$ cat config.mk
export PLATFORM = sky130hd
export DESIGN_NAME = rk86_sd_spi_flat
export DESIGN_NICKNAME = d
export VERILOG_FILES = /design/src/rtl/rk86_sd_spi_pkg.sv /design/src/rtl/rk86_sd_spi_if.sv /design/src/rtl/rk86_sd_shifter.sv /design/src/rtl/rk86_sd_spi.sv /design/src/flat_wrapper.sv
export SDC_FILE = /design/constraint.sdc
export NUM_CORES = 1
export LEC_CHECK = 0
export CAP_MARGIN = 30
export CORE_MARGIN = 2
export CORE_UTILIZATION = 25
export DETAILED_ROUTE_END_ITERATION = 10
export GPL_TIMING_DRIVEN = 1
export PLACE_DENSITY_LB_ADDON = 0.12
export SYNTH_ARGS = -nofsm -noshare
export SYNTH_HDL_FRONTEND = slang
export SYNTH_HIERARCHICAL = 1
export SYNTH_SLANG_ARGS = --single-unit
$ cat constraint.sdc
create_clock -name CLK -period 3.3 [get_ports CLK]
set_input_delay 0.495 -clock CLK [delete_from_list [all_inputs] [get_ports CLK]]
set_output_delay 0.495 -clock CLK [all_outputs]
set_load 0.03 [all_outputs]
$ cat src/rtl/rk86_sd_spi_pkg.sv
// Shared definitions for the RK86 SD-card SPI byte engine.
// Optional feature macro: SD_AUTO_READ_EN (see rk86_sd_spi.sv).
package rk86_sd_pkg;

    // Register select values on I_ADDR
    localparam logic REG_CTRL = 1'b0;
    localparam logic REG_DATA = 1'b1;

    // Bit positions in the control / status register
    localparam int unsigned CTRL_CS   = 0;
    localparam int unsigned CTRL_FAST = 1;
    localparam int unsigned STAT_BUSY = 7;

    // MOSI level driven whenever no byte is being shifted
    localparam logic IDLE_MOSI = 1'b1;

    typedef enum logic {
        IDLE,
        SHIFT
    } sd_state_e;

    // Builds the reg0 read value {busy,5'b0,fast,cs}
    function automatic logic [7:0] status_byte(input logic busy, input logic fast,
                                               input logic cs);
        logic [7:0] s;
        s            = '0;
        s[STAT_BUSY] = busy;
        s[CTRL_FAST] = fast;
        s[CTRL_CS]   = cs;
        return s;
    endfunction

endpackage

$ cat src/rtl/rk86_sd_spi_if.sv
// CPU-side bus of the SD SPI engine: register select, data, strobes, read data and busy.
interface rk86_sd_spi_if;
    logic       I_ADDR;
    logic [7:0] I_DATA;
    logic       I_WE_N;
    logic       I_RD_N;
    logic [7:0] O_DATA;
    logic       O_BUSY;

    modport master (
        output I_ADDR, I_DATA, I_WE_N, I_RD_N,
        input  O_DATA, O_BUSY
    );

    modport slave (
        input  I_ADDR, I_DATA, I_WE_N, I_RD_N,
        output O_DATA, O_BUSY
    );
endinterface

$ cat src/rtl/rk86_sd_shifter.sv
// SPI mode-0 byte shifter: clock divider, half-period counter, SCLK generation and
// tx/rx shift registers. A one-cycle start_i in IDLE launches a byte; busy_o drops when done.
module rk86_sd_shifter
    import rk86_sd_pkg::*;
#(
    parameter int unsigned DIV_SLOW = 63,
    parameter int unsigned DIV_FAST = 2
) (
    input  logic       CLK,
    input  logic       N_RESET,
    input  logic       start_i,
    input  logic [7:0] tx_i,
    input  logic       fast_i,
    input  logic       miso_i,
    output logic       busy_o,
    output logic       sclk_o,
    output logic       mosi_o,
    output logic [7:0] rx_o
);

    localparam int unsigned DivMax = (DIV_SLOW > DIV_FAST) ? DIV_SLOW : DIV_FAST;
    localparam int unsigned DivW   = $clog2(DivMax + 1);
    localparam logic [DivW-1:0] DivSlowV = DivW'(DIV_SLOW);
    localparam logic [DivW-1:0] DivFastV = DivW'(DIV_FAST);
    localparam logic [DivW-1:0] OneV     = DivW'(1);

    sd_state_e       state_q, state_d;
    logic [DivW-1:0] div_q, div_d;
    logic [DivW-1:0] cnt_q, cnt_d;
    logic [3:0]      half_q, half_d;
    logic            sclk_q, sclk_d;
    logic [7:0]      tx_q, tx_d;
    logic [7:0]      rx_sh_q, rx_sh_d;
    logic [7:0]      rx_q, rx_d;
    logic            half_end;

    assign half_end = (cnt_q == div_q - OneV);

    // State register; reset abandons any byte in flight and parks SCLK low
    always_ff @(posedge CLK or negedge N_RESET) begin
        if (!N_RESET) begin
            state_q <= IDLE;
            div_q   <= '0;
            cnt_q   <= '0;
            half_q  <= '0;
            sclk_q  <= 1'b0;
            tx_q    <= '0;
            rx_sh_q <= '0;
            rx_q    <= 8'hFF;
        end else begin
            state_q <= state_d;
            div_q   <= div_d;
            cnt_q   <= cnt_d;
            half_q  <= half_d;
            sclk_q  <= sclk_d;
            tx_q    <= tx_d;
            rx_sh_q <= rx_sh_d;
            rx_q    <= rx_d;
        end
    end

    // Next-state: divider latched at start, 16 half-periods, sample on rise, shift on fall
    always_comb begin
        state_d = state_q;
        div_d   = div_q;
        cnt_d   = cnt_q;
        half_d  = half_q;
        sclk_d  = sclk_q;
        tx_d    = tx_q;
        rx_sh_d = rx_sh_q;
        rx_d    = rx_q;
        unique case (state_q)
            IDLE: begin
                if (start_i) begin
                    state_d = SHIFT;
                    div_d   = fast_i ? DivFastV : DivSlowV;
                    cnt_d   = '0;
                    half_d  = '0;
                    sclk_d  = 1'b0;
                    tx_d    = tx_i;
                end
            end
            SHIFT: begin
                if (half_end) begin
                    cnt_d  = '0;
                    half_d = half_q + 4'd1;
                    if (!sclk_q) begin
                        sclk_d  = 1'b1;
                        rx_sh_d = {rx_sh_q[6:0], miso_i};
                    end else begin
                        sclk_d = 1'b0;
                        tx_d   = {tx_q[6:0], 1'b0};
                    end
                    // Last half-period always ends on a falling edge, so rx_sh is complete
                    if (half_q == 4'd15) begin
                        state_d = IDLE;
                        sclk_d  = 1'b0;
                        rx_d    = rx_sh_q;
                    end
                end else begin
                    cnt_d = cnt_q + OneV;
                end
            end
            default: state_d = IDLE;
        endcase
    end

    assign busy_o = (state_q == SHIFT);
    assign sclk_o = sclk_q;
    assign mosi_o = (state_q == SHIFT) ? tx_q[7] : IDLE_MOSI;
    assign rx_o   = rx_q;

endmodule

$ cat src/rtl/rk86_sd_spi.sv
// RK86 SD-card SPI engine top: two CPU registers (ctrl/status, data), strobe edge detect,
// MISO synchroniser and read-data mux around the byte shifter.
// Build option: define SD_AUTO_READ_EN to make a reg1 read edge in IDLE launch an 8'hFF byte.
module rk86_sd_spi
    import rk86_sd_pkg::*;
#(
    parameter int unsigned DIV_SLOW = 63,
    parameter int unsigned DIV_FAST = 2
) (
    input  logic          CLK,
    input  logic          N_RESET,
    rk86_sd_spi_if.slave  bus,
    output logic          SD_NCS,
    output logic          SD_CLK,
    output logic          SD_MOSI,
    input  logic          SD_MISO
);

    logic       we_n_q, rd_n_q;
    logic       cs_q, cs_d;
    logic       fast_q, fast_d;
    logic       miso_meta_q, miso_sync_q;
    logic       we_fire, rd_fire;
    logic       start;
    logic [7:0] start_tx;
    logic       busy;
    logic [7:0] rx;

    // Strobes are level and long; act only on the first cycle they are seen low
    assign we_fire = we_n_q & ~bus.I_WE_N;
    assign rd_fire = rd_n_q & ~bus.I_RD_N;

    // Strobe history, control bits and MISO two-flop synchroniser
    always_ff @(posedge CLK or negedge N_RESET) begin
        if (!N_RESET) begin
            we_n_q      <= 1'b1;
            rd_n_q      <= 1'b1;
            cs_q        <= 1'b0;
            fast_q      <= 1'b0;
            miso_meta_q <= 1'b1;
            miso_sync_q <= 1'b1;
        end else begin
            we_n_q      <= bus.I_WE_N;
            rd_n_q      <= bus.I_RD_N;
            cs_q        <= cs_d;
            fast_q      <= fast_d;
            miso_meta_q <= SD_MISO;
            miso_sync_q <= miso_meta_q;
        end
    end

    // Register writes and byte launch; data writes while busy are dropped
    always_comb begin
        cs_d     = cs_q;
        fast_d   = fast_q;
        start    = 1'b0;
        start_tx = bus.I_DATA;
        if (we_fire) begin
            if (bus.I_ADDR == REG_CTRL) begin
                cs_d   = bus.I_DATA[CTRL_CS];
                fast_d = bus.I_DATA[CTRL_FAST];
            end else if (!busy) begin
                start = 1'b1;
            end
        end
`ifdef SD_AUTO_READ_EN
        if (rd_fire && (bus.I_ADDR == REG_DATA) && !busy) begin
            start    = 1'b1;
            start_tx = 8'hFF;
        end
`endif
    end

`ifndef SD_AUTO_READ_EN
    // Reads have no side effects in this build
    logic unused_rd_fire;
    assign unused_rd_fire = rd_fire;
`endif

    rk86_sd_shifter #(
        .DIV_SLOW (DIV_SLOW),
        .DIV_FAST (DIV_FAST)
    ) u_shifter (
        .CLK     (CLK),
        .N_RESET (N_RESET),
        .start_i (start),
        .tx_i    (start_tx),
        .fast_i  (fast_q),
        .miso_i  (miso_sync_q),
        .busy_o  (busy),
        .sclk_o  (SD_CLK),
        .mosi_o  (SD_MOSI),
        .rx_o    (rx)
    );

    assign SD_NCS     = ~cs_q;
    assign bus.O_BUSY = busy;
    assign bus.O_DATA = (bus.I_ADDR == REG_CTRL) ? status_byte(busy, fast_q, cs_q) : rx;

endmodule

$ cat src/flat_wrapper.sv
// flat-port wrapper written by rule: the top's interface ports become plain ports
module rk86_sd_spi_flat import rk86_sd_pkg::*;
#(
    parameter int unsigned DIV_SLOW = 63,
    parameter int unsigned DIV_FAST = 2
)
  (CLK, N_RESET, SD_NCS, SD_CLK, SD_MOSI, SD_MISO, bus_I_ADDR, bus_I_DATA, bus_I_WE_N, bus_I_RD_N, bus_O_DATA, bus_O_BUSY);
  rk86_sd_spi_if bus_i ();
  input  logic CLK;
  input  logic N_RESET;
  output logic SD_NCS;
  output logic SD_CLK;
  output logic SD_MOSI;
  input  logic SD_MISO;
  input wire logic [$bits(bus_i.I_ADDR)-1:0] bus_I_ADDR;
  input wire logic [$bits(bus_i.I_DATA)-1:0] bus_I_DATA;
  input wire logic [$bits(bus_i.I_WE_N)-1:0] bus_I_WE_N;
  input wire logic [$bits(bus_i.I_RD_N)-1:0] bus_I_RD_N;
  output wire logic [$bits(bus_i.O_DATA)-1:0] bus_O_DATA;
  output wire logic [$bits(bus_i.O_BUSY)-1:0] bus_O_BUSY;
  assign bus_i.I_ADDR = bus_I_ADDR;
  assign bus_i.I_DATA = bus_I_DATA;
  assign bus_i.I_WE_N = bus_I_WE_N;
  assign bus_i.I_RD_N = bus_I_RD_N;
  assign bus_O_DATA = bus_i.O_DATA;
  assign bus_O_BUSY = bus_i.O_BUSY;
  rk86_sd_spi #(.DIV_SLOW(DIV_SLOW), .DIV_FAST(DIV_FAST)) u_core (.CLK(CLK), .N_RESET(N_RESET), .bus(bus_i), .SD_NCS(SD_NCS), .SD_CLK(SD_CLK), .SD_MOSI(SD_MOSI), .SD_MISO(SD_MISO));
endmodule
After elaboration in Yosys (flattened, before gate mapping):

Index checks and enable logic that the tools add are counted.

* logic and storage cells: 58
* output and inout port bits: 12
* input port bits: 14
* flip-flop bits (word level): 47

* equality and inequality tests: 5
* add/subtract/negate cells: 3
* mux-type cells: 25
* bitwise gates (word level): 6
* reduce and logical (&&, ||, !) cells: 6

Operators by type and width (count)
* 8-bit 2-to-1 mux: 4
* 6-bit 2-to-1 mux: 3
* 8-bit one-hot mux with 2 select lines: 1
* 6-bit one-hot mux with 2 select lines: 1
* 1-bit 2-to-1 mux: 11
* 3-bit AND reduction: 3
* 4-bit 2-to-1 mux: 2
* 4-bit one-hot mux with 2 select lines: 1
* 6-bit by 1-bit adder with 6-bit output, second input constant: 1
* 6-bit == test: 1
* 2-bit by 1-bit != test with 1-bit output, second input constant: 3
* 2-bit AND reduction: 3
* 6-bit by 1-bit subtractor with 6-bit output, second input constant: 1
* 1-bit inverter: 5
* 4-bit by 1-bit adder with 4-bit output, second input constant: 1
* 4-bit == test, second input constant: 1
* 1-bit one-hot mux with 2 select lines: 2
* 1-bit bitwise AND: 1

Longest topological paths before layout:

Gate-level depths: netlist (run 1).

* depth after elaboration: 5
* gate-level depth with buffers: 8
* depth with buffers taken out: 6

Cells and area by module:

Netlist (run 1), hierarchy kept.

Modules (own cells, without submodules)
* rk86_sd_shifter: times used 1, area each 1913.1 µm², cells an instance 157
* rk86_sd_spi: times used 1, area each 255.2 µm², cells an instance 20

Worst setup path after synthesis (run 1):

No wires, ideal clock.

* path type: flip-flop to flip-flop
* start: reg u_core.u_shifter.div_q[4]
* end: reg u_core.u_shifter.rx_sh_q[0]
* arrival time: 2.156 ns
* stages on the path, launching flop included: 8
* clock period less this slack: 2.281 ns
* slack: 1.019 ns
* cells stage by stage: dfrtp_1 -> inv_1 -> ha_1 -> or4b_4 -> o32a_2 -> or3_1 -> buf_6 -> mux2_4

* longest elaborated chain between the ends: 3

RTL lines
* start: declaration: RTL line rk86_sd_shifter.sv:28 `logic [DivW-1:0] div_q, div_d;`
* start signal: assignment: RTL line rk86_sd_shifter.sv:52 `div_q <= div_d;`
* 6-bit by 1-bit subtractor with 6-bit output: RTL line rk86_sd_shifter.sv:37 `assign half_end = (cnt_q == div_q - OneV);`
* 6-bit == test: RTL line rk86_sd_shifter.sv:37
* 3-bit AND reduction (no line)
* end signal: assignment: RTL line rk86_sd_shifter.sv:57 `rx_sh_q <= rx_sh_d;`
* end: declaration: RTL line rk86_sd_shifter.sv:33 `logic [7:0] rx_sh_q, rx_sh_d;`

No other way between the ends.
A chain may end at the register's enable or synchronous reset.

Worst setup path after layout (run 1):

* start: in bus_I_ADDR
* end: out bus_O_DATA[1]

* longest elaborated chain between the ends: 1

RTL lines
* start: declaration: RTL line flat_wrapper.sv:15 `input wire logic [$bits(bus_i.I_ADDR)-1:0] bus_I_ADDR;`
* 8-bit 2-to-1 mux: RTL line rk86_sd_spi.sv:98 `assign bus.O_DATA = (bus.I_ADDR == REG_CTRL) ? status_byte(busy, fast_q, cs_q) : rx;`
* end: declaration: RTL line flat_wrapper.sv:19 `output wire logic [$bits(bus_i.O_DATA)-1:0] bus_O_DATA;`

No other way between the ends.

==> results of run 1 <==
## worst max path at each step
stage	start	end	slack, ps
6_report	bus_I_ADDR	bus_O_DATA[1]	620
5_1_grt	bus_I_ADDR	bus_O_DATA[1]	560
4_1_cts	bus_I_ADDR	bus_O_DATA[1]	600
3_5_place_dp	bus_I_ADDR	u_core/u_shifter/tx_q[6]	590
3_3_place_gp	bus_I_ADDR	bus_O_DATA[1]	610
2_1_floorplan	u_core/u_shifter/div_q[4]	u_core/u_shifter/rx_sh_q[0]	1020
## cell families after synthesis
group / count (synthesis)
XOR/XNOR: 4
flip-flops: 43
AO/OA/AOI/OAI: 24
adder cells (fa/ha/maj): 3
buffers and inverters: 12
AND/OR/NAND/NOR: 55
multiplexers: 36
## flip-flops by register name, indices dropped and copies added, names as in the netlist
name                      flops
u_core/u_shifter/rx_o         8
u_core/u_shifter/rx_sh_q      8
u_core/u_shifter/tx_q         8
u_core/u_shifter/cnt_q        6
u_core/u_shifter/half_q       4
u_core/u_shifter/div_q        2
u_core/cs_q                   1
u_core/fast_q                 1
u_core/miso_meta_q            1
u_core/miso_sync_q            1
u_core/u_shifter/busy_o       1
u_core/u_shifter/sclk_o       1
u_core/we_n_q                 1
## power breakdown
| group | total, mW | switching (mW) | internal, mW |
|---|---|---|---|
| registers | 0.800 | 0.125 | 0.674 |
| logic | 0.945 | 0.491 | 0.454 |
| clock network | 0.335 | 0.187 | 0.148 |
## worst max-delay path, stage by stage
cell             delay, ps
clkdlybuf4s50_1        590
buf_4                  200
mux2_4                 300
clkdlybuf4s50_1        590
## routing by layer
| metal | track usage | part of all wire |
|---|---|---|
| met1 | 0.1357 | 0.51 |
| met3 | 0.02374 | 0.024 |
| met5 | 0 | 0 |
| met4 | 0.03250 | 0.014 |
| met2 | 0.1587 | 0.45 |
## through the flow
| stage | instance area [sq um] | std cells |
|---|---|---|
| final | 2630 | 311 |
| after CTS | 2630 | 311 |
| after global placement | 2525 | 302 |
| after global routing | 2630 | 311 |
| after floorplan | 2168 | 177 |
| after detailed placement | 2545 | 303 |
## cells in the final DEF (no fill, tap or decap), drive strengths merged, types with 2 or more instances in the layout
master         Yosys  routed
nor2b              2       2
nand3             11      11
nand2b             5       5
a31oi              4       4
nor2               3       3
buf                3       6
a32o               2       2
mux2i              2       2
and2               7       7
inv                4       4
a21oi              2       2
clkbuf             5       6
o32ai              2       2
ha                 3       3
o21ai              7       7
mux2              34      34
nand4              2       2
clkdlybuf4s50      0      23
dfstp             11      11
nand2             11      11
xnor2              3       3
nor3b              4       4
dfrtp             32      32
## cell type report
cell class / instances / share of cell area
clock buffer: 6 / 0.02759
clock inverter: 2 / 0.004757
inverter: 4 / 0.005709
multi-input combinational: 122 / 0.3892
sequential: 43 / 0.4144
tap: 105 / 0.04995
timing repair buffer: 29 / 0.1085
==> flow_metrics.py, run 1 <==
metrics = {
    "run_status": {
        "status": "finished, final reports clean",
    },
    "synth": {
        "synthesis.area_sq_mm": 0.002168,
        "synth-compound-area-share": 0.08136,
        "synth_seq_cells": 43,
        "synthAdderAreaFrac": 0.01731,
        "synth_common_cells": "dfrtp_1 (32), mux2_2 (22), dfstp_2 (11), nand2_1 (11), nand3_1 (11)",
        "synth-seq-area-share": 0.5026,
        "muxShareOfSynthArea": 0.2031,
        "synth_top_family_by_area": "multiplexers",
        "syn_area_per_cell_sq_um": 12.25,
        "syn-instance-count": 177,
        "synth-edff-count": 0,
        "synth_area_leaders": "dfrtp_1 (37%), dfstp_2 (13%), mux2_2 (11%)",
        "netlist.area_leader.share": 0.3693,
        "synth_simple_gate_area_frac": 0.1541,
        "yosys_warnings": 6,
        "yosysTopAreaCell": "dfrtp_1",
        "synth.most_common_cell": "dfrtp_1",
        "syn_nets": 194,
        "synth.distinct_cells": 47,
        "synthFlopType": "dfrtp_1",
        "ys_async_sr_fraction": 1.000,
        "synthXorXnorAreaFrac": 0.01616,
    },
    "cts": {
        "clock-sinks": 43,
        "post-cts-setup-buffers": 0,
        "hold_buffers": 0,
        "htreeDepth": 2,
        "cts.reportedPaths.clkPinSlew_ps": 80,
        "cts_tree": "yes",
        "cts-root-buf": "clkbuf_8",
        "ctsResizeCount": 0,
        "clockBufferDepth": 2,
        "cts_made_buffers": 5,
        "worst_skew_pair.late_latency_ps": 300,
    },
    "run": {
        "maxCapViolCount": 0,
    },
    "drt": {
        "drc": 0,
        "drt_iter0_markers": 55,
        "ant_nets": 0,
        "dr.pass1.iters": 4,
        "viasPerCell": 4.579,
        "num_vias": 1424,
        "wire_per_inst_microns": 14.45,
        "routed_wl_mm": 4.493,
    },
    "sta": {
        "layout_setup_ws_ps": 616.6,
        "fin_hold_ws_ps": 59.98,
        "rsz0062_at_grt": "no",
        "tightest_slew_ps": 884.6,
        "max_freq_mhz": 372.7,
        "setup_violations": 0,
        "drv_slew": 0,
        "layout_min_cycle_time_ps": 2683,
        "min_period_over_period": 0.8131,
        "skew_ps": 6.904,
        "timing.setup.tns_ps": 0,
        "hold_violations": 0,
        "relSlewSlack": 0.4075,
    },
    "floorplanning": {
        "start_util": 0.2613,
        "core_sq_mm": 0.008299,
        "die_w_microns": 97.13,
        "die_area_sq_mm": 0.009434,
        "ios": 26,
        "dieHeight_microns": 97.13,
        "std_cell_rows": 33,
    },
    "cells_and_area": {
        "utilization": 0.3169,
        "antenna_cells": 0,
        "multi_input_area_sq_mm": 0.001023,
        "regArea_sq_mm": 0.001090,
        "synthToLayoutAreaGrowth_pct": 21.29,
        "layout.nets": 222,
        "n_fill_cell": 852,
        "drive_gt1_frac": 0.3107,
    },
    "pwr": {
        "ir_drop_uv": 237.0,
        "power_mw": 2.080,
        "p_per_area_mw_per_mm2": 790.8,
        "leakage_nw": 1.128,
    },
    "critical_path": {
        "r2r_slack_ps": 710,
        "critPathArrivalTime_ps": 2190,
        "rr_worst_depth": 6,
        "critPathMaxFanout": 7,
        "startpoint_type": "input port",
        "reg2reg_from": "u_core/u_shifter/div_q[4]",
        "cp_data_required_time_ps": 2800,
        "r2r-end": "u_core/u_shifter/tx_q[6]",
        "crit_type": "in -> out",
        "crit_path_end_kind": "output pin",
    },
    "placed_design": {
        "gp_congestion": 0.6822,
        "dp_hpwl_mm": 3.139,
        "io_buffers": 24,
        "detailedPlace.worstSlack_ps": 592.1,
    },
    "grt": {
        "grt_first_pass_wirelength_mm": 7.534,
        "antenna_found_initial": 0,
        "first_global_vias": 1468,
        "grt_max_degree": 34,
        "grt-ovfl-total": 0,
        "track_usage": 0.1003,
    },
    "hold_path": {
        "worstHoldPathType": "in -> async",
    },
}
Note: power is estimated with default switching activity, not from simulation.
==> run 2: changes to the inputs <==
Clock period 3.3 ns to 2.7 ns, I/O delays scaled along.
==> flow_metrics.py, run 2 (synthesis results as in run 1) <==
metrics = {
    "drt": {
        "viasPerCell": 4.580,
        "dr.pass1.iters": 4,
        "routed_wl_mm": 4.539,
        "drc": 0,
        "ant_nets": 0,
        "num_vias": 1461,
        "wire_per_inst_microns": 14.23,
        "drt_iter0_markers": 74,
    },
    "cts": {
        "cts_made_buffers": 5,
        "cts_tree": "yes",
        "post-cts-setup-buffers": 0,
        "cts-root-buf": "clkbuf_8",
        "worst_skew_pair.late_latency_ps": 290,
        "ctsResizeCount": 0,
        "htreeDepth": 2,
        "clock-sinks": 43,
        "cts.reportedPaths.clkPinSlew_ps": 80,
        "clockBufferDepth": 2,
        "hold_buffers": 1,
    },
    "floorplanning": {
        "die_area_sq_mm": 0.009434,
        "start_util": 0.2613,
        "die_w_microns": 97.13,
        "ios": 26,
        "dieHeight_microns": 97.13,
        "core_sq_mm": 0.008299,
        "std_cell_rows": 33,
    },
    "sta": {
        "max_freq_mhz": 407.2,
        "skew_ps": 7.269,
        "tightest_slew_ps": 849.6,
        "drv_slew": 0,
        "layout_min_cycle_time_ps": 2456,
        "rsz0062_at_grt": "no",
        "hold_violations": 0,
        "setup_violations": 0,
        "layout_setup_ws_ps": 244.3,
        "timing.setup.tns_ps": 0,
        "relSlewSlack": 0.4309,
        "min_period_over_period": 0.9095,
    },
    "critical_path": {
        "critPathArrivalTime_ps": 2640,
        "crit_path_end_kind": "flip-flop",
        "cp_data_required_time_ps": 2880,
        "crit_type": "reg -> reg",
        "reg2reg_from": "u_core/u_shifter/div_q[4]",
        "rr_worst_depth": 6,
        "startpoint_type": "flip-flop",
        "cp_slowest_stage_delay_ps": 740,
        "slowest_stage": "a31oi_1",
        "r2r-end": "u_core/u_shifter/tx_q[4]",
        "critPathMaxFanout": 8,
        "path_cells": "inv_1 -> ha_1 -> xor2_1 -> nor2_1 -> a31oi_1 -> mux2_2",
        "r2r_slack_ps": 240,
    },
    "pwr": {
        "leakage_nw": 1.185,
        "ir_drop_uv": 282.7,
        "p_per_area_mw_per_mm2": 1000,
    },
    "cells_and_area": {
        "layout.nets": 230,
        "antenna_cells": 0,
        "layout_common_cells": "dfrtp_1 (32), clkdlybuf4s50_1 (23), mux2_2 (22)",
        "n_fill_cell": 837,
        "synthToLayoutAreaGrowth_pct": 25.85,
        "fin_cells": 319,
        "drive_gt1_frac": 0.3364,
        "utilization": 0.3288,
        "final_common_cell": "dfrtp_1",
    },
    "grt": {
        "first_global_vias": 1485,
        "antenna_found_initial": 0,
        "track_usage": 0.09906,
        "grt_max_degree": 37,
        "grt-ovfl-total": 0,
        "grt_first_pass_wirelength_mm": 7.610,
    },
    "placed_design": {
        "io_buffers": 24,
        "dp_hpwl_mm": 3.124,
        "detailedPlace.worstSlack_ps": 146.6,
        "dpl.cell_count": 310,
        "gp_congestion": 0.6971,
    },
    "run": {
        "maxCapViolCount": 0,
    },
    "run_status": {
        "status": "finished, final reports clean",
    },
    "hold_path": {
        "worstHoldPathType": "reg -> reg",
        "hold_depth": 0,
        "min-delay-start": "u_core/miso_meta_q",
        "holdPathEnd": "u_core/miso_sync_q",
    },
}
-- run 2: per-stage QoR --
| step | total power [mW] | instance area [sq um] | hold slack [ps] |
|---|---|---|---|
| global route | 2.931 | 2729 | 363.5 |
| global placement | 2.213 | 2577 | 345.9 |
| finish | 2.729 | 2729 | 358.3 |
| CTS | 2.766 | 2729 | 361.7 |
| detailed placement | 2.210 | 2597 | 248.4 |
| floorplan | 1.839 | 2168 | 109.4 |
-- run 2: where the power goes --
group	total, mW	switching, mW	internal, mW
Sequential	0.974	0.150	0.824
Combinational	1.22	0.612	0.604
Clock	0.539	0.234	0.305
Total	2.73	0.996	1.73
-- run 2: routing by layer --
layer / GRT usage / part of all wire / vias up
li1: - / - / 712
met3: 0.02230 / 0.026 / 0
met1: 0.1395 / 0.51 / 727
met2: 0.1538 / 0.47 / 22
met4: 0.02600 / 0 / 0
met5: 0 / 0 / -
-- run 2: worst max-delay path by stage --
stage	start	to	slack, ps
2_1_floorplan	u_core/u_shifter/div_q[4]	u_core/u_shifter/rx_sh_q[0]	420
3_3_place_gp	bus_I_WE_N	u_core/u_shifter/tx_q[2]	130
3_5_place_dp	bus_I_WE_N	u_core/u_shifter/tx_q[4]	150
4_1_cts	u_core/u_shifter/div_q[4]	u_core/u_shifter/tx_q[4]	220
5_1_grt	u_core/u_shifter/div_q[4]	u_core/u_shifter/tx_q[2]	60
6_report	u_core/u_shifter/div_q[4]	u_core/u_shifter/tx_q[4]	240
-- run 2: final cells by class --
type,count,area (sq um),share of cell area
Tap cell,105,131.4,0.04814
Multi-Input combinational cell,122,1023,0.3751
Clock inverter,2,38.79,0.01421
Sequential cell,43,1090,0.3994
Clock buffer,6,82.58,0.03026
Timing Repair Buffer,37,347.8,0.1275
Inverter,4,15.01,0.005502
-- run 2: worst max-delay path: cells and delay by family, from the launching register on --
kind | cells | cell delay [ps]
flip-flops | 1 | 390
multiplexers | 1 | 410
AND/OR/NAND/NOR | 1 | 200
AO/OA/AOI/OAI | 1 | 740
buffers and inverters | 1 | 60
adder cells (fa/ha/maj) | 1 | 300
XOR/XNOR | 1 | 240
==> run 3: changes to the inputs <==
Settings changed: CORE_MARGIN 2 to not set, HOLD_SLACK_MARGIN set to 0.12.
==> flow_metrics.py, run 3 (synthesis results as in run 1) <==
metrics = {
    "sta": {
        "tightest_slew_ps": 805.2,
        "rsz0062_at_grt": "no",
        "hold_violations": 0,
        "skew_ps": 4.620,
        "max_freq_mhz": 413.8,
        "setup_violations": 0,
        "timing.setup.tns_ps": 0,
        "drv_slew": 0,
        "min_period_over_period": 0.8951,
        "layout_min_cycle_time_ps": 2417,
        "relSlewSlack": 0.4607,
        "fin_hold_ws_ps": 360.1,
    },
    "critical_path": {
        "worst-path-buf-inv": 1,
        "crit_path_end_kind": "flip-flop",
        "crit_start": "u_core/u_shifter/div_q[4]",
        "crit_type": "reg -> reg",
        "cp-endpoint": "u_core/u_shifter/tx_q[4]",
        "r2r_slack_ps": 280,
        "startpoint_type": "flip-flop",
        "slowest_stage": "a31oi_1",
        "cp.depth": 6,
        "r2r-end": "u_core/u_shifter/tx_q[4]",
        "path_cells": "inv_1 -> ha_1 -> xor2_1 -> nor2_1 -> a31oi_1 -> mux2_2",
        "path_delay_family": "compound AO/OA/AOI/OAI gates",
        "critPathArrivalTime_ps": 2610,
        "cp_slowest_stage_delay_ps": 710,
        "critPathMaxFanout": 8,
        "rr_worst_depth": 6,
        "reg2reg_from": "u_core/u_shifter/div_q[4]",
        "cp_data_required_time_ps": 2890,
    },
    "floorplanning": {
        "std_cell_rows": 33,
        "start_util": 0.2613,
        "die_area_sq_mm": 0.009050,
        "ios": 26,
        "core_sq_mm": 0.008299,
        "die_w_microns": 95.13,
        "dieHeight_microns": 95.13,
    },
    "pwr": {
        "p_per_area_mw_per_mm2": 1003,
        "p_int_mw": 1.747,
        "swShare": 0.3653,
        "combPwrFrac": 0.449,
        "seq_power_share": 0.353,
        "ir_drop_uv": 313.3,
        "power_mw": 2.752,
        "clockPowerShare": 0.198,
        "switchingPower_mw": 1.005,
        "leakage_nw": 1.196,
    },
    "drt": {
        "dr.pass1.iters": 4,
        "drt_iter0_markers": 65,
        "ant_nets": 0,
        "drc": 0,
        "wire_per_inst_microns": 14.57,
        "num_vias": 1474,
        "viasPerCell": 4.592,
        "routed_wl_mm": 4.678,
    },
    "cells_and_area": {
        "antenna_cells": 0,
        "drive_gt1_frac": 0.3426,
        "layout.nets": 232,
        "final_common_cell": "dfrtp_1",
        "synthToLayoutAreaGrowth_pct": 26.54,
        "fin_cells": 321,
        "utilization": 0.3306,
        "layout_common_cells": "dfrtp_1 (32), clkdlybuf4s50_1 (23), mux2_2 (22)",
    },
    "cts": {
        "clock-sinks": 43,
        "cts-root-buf": "clkbuf_8",
        "htreeDepth": 2,
        "cts_made_buffers": 5,
        "ctsResizeCount": 0,
        "cts.reportedPaths.clkPinSlew_ps": 90,
        "post-cts-setup-buffers": 0,
        "cts_tree": "yes",
        "worst_skew_pair.late_latency_ps": 300,
        "hold_buffers": 1,
        "clockBufferDepth": 2,
    },
    "grt": {
        "grt_first_pass_wirelength_mm": 7.824,
        "first_global_vias": 1537,
        "grt-ovfl-total": 0,
        "track_usage": 0.1138,
        "antenna_found_initial": 0,
        "grt_max_degree": 37,
    },
    "placed_design": {
        "io_buffers": 24,
        "dpl.cell_count": 312,
        "dp_hpwl_mm": 3.149,
        "gp_congestion": 0.6821,
    },
    "run": {
        "maxCapViolCount": 0,
    },
    "run_status": {
        "status": "finished, final reports clean",
    },
    "hold_path": {
        "worstHoldPathType": "reg -> reg",
    },
}
==> run 3: cell types whose count changed in the layout (fill, tap and decap cells not counted), sizes merged <==
cell / before / now
buf: 13 / 15
==> run 3: per-layer routing <==
layer  share of wire  wire, microns  global-route usage  vias to the layer above
li1                -              -                   -                      718
met2            0.46           2136              0.1780                       17
met5               0              0                   0                        -
met4           0.016             73             0.04167                        0
met3           0.027            125             0.02472                        6
met1            0.50           2343              0.1534                      733
==> run 3: worst min path at each step <==
stage	startpoint	end	depth (start not counted)
global placement	u_core/miso_meta_q	u_core/miso_sync_q	0
finish	u_core/miso_meta_q	u_core/miso_sync_q	0
detailed placement	N_RESET	u_core/u_shifter/tx_q[3]	1
CTS	u_core/miso_meta_q	u_core/miso_sync_q	0
global route	u_core/miso_meta_q	u_core/miso_sync_q	0
floorplan	N_RESET	u_core/cs_q	0
==> run 3: power groups by stage <==
stage	Combinational [mW]	Sequential (mW)	Clock, mW
finish	1.24	0.973	0.544
global route	1.37	0.998	0.592
detailed placement	1.24	0.986	0
CTS	1.25	0.974	0.573
global placement	1.24	0.984	0
floorplan	0.882	0.958	0
==> run 3: per-stage QoR <==
stage / setup WS [ps] / area (sq um)
3_3_place_gp: 139.5 / 2592
4_1_cts: 197.7 / 2744
5_1_grt: 79.06 / 2744
6_report: 283.1 / 2744
2_1_floorplan: 418.6 / 2168
3_5_place_dp: 163.1 / 2613
==> run 3: final cells by class <==
type / instances / area [sq um]
sequential: 43 / 1090
fill: 835 / 5555
multi-input combinational: 122 / 1023
inverter: 4 / 15.01
tap: 105 / 131.4
timing repair buffer: 39 / 362.8
clock buffer: 6 / 82.58
clock inverter: 2 / 38.79
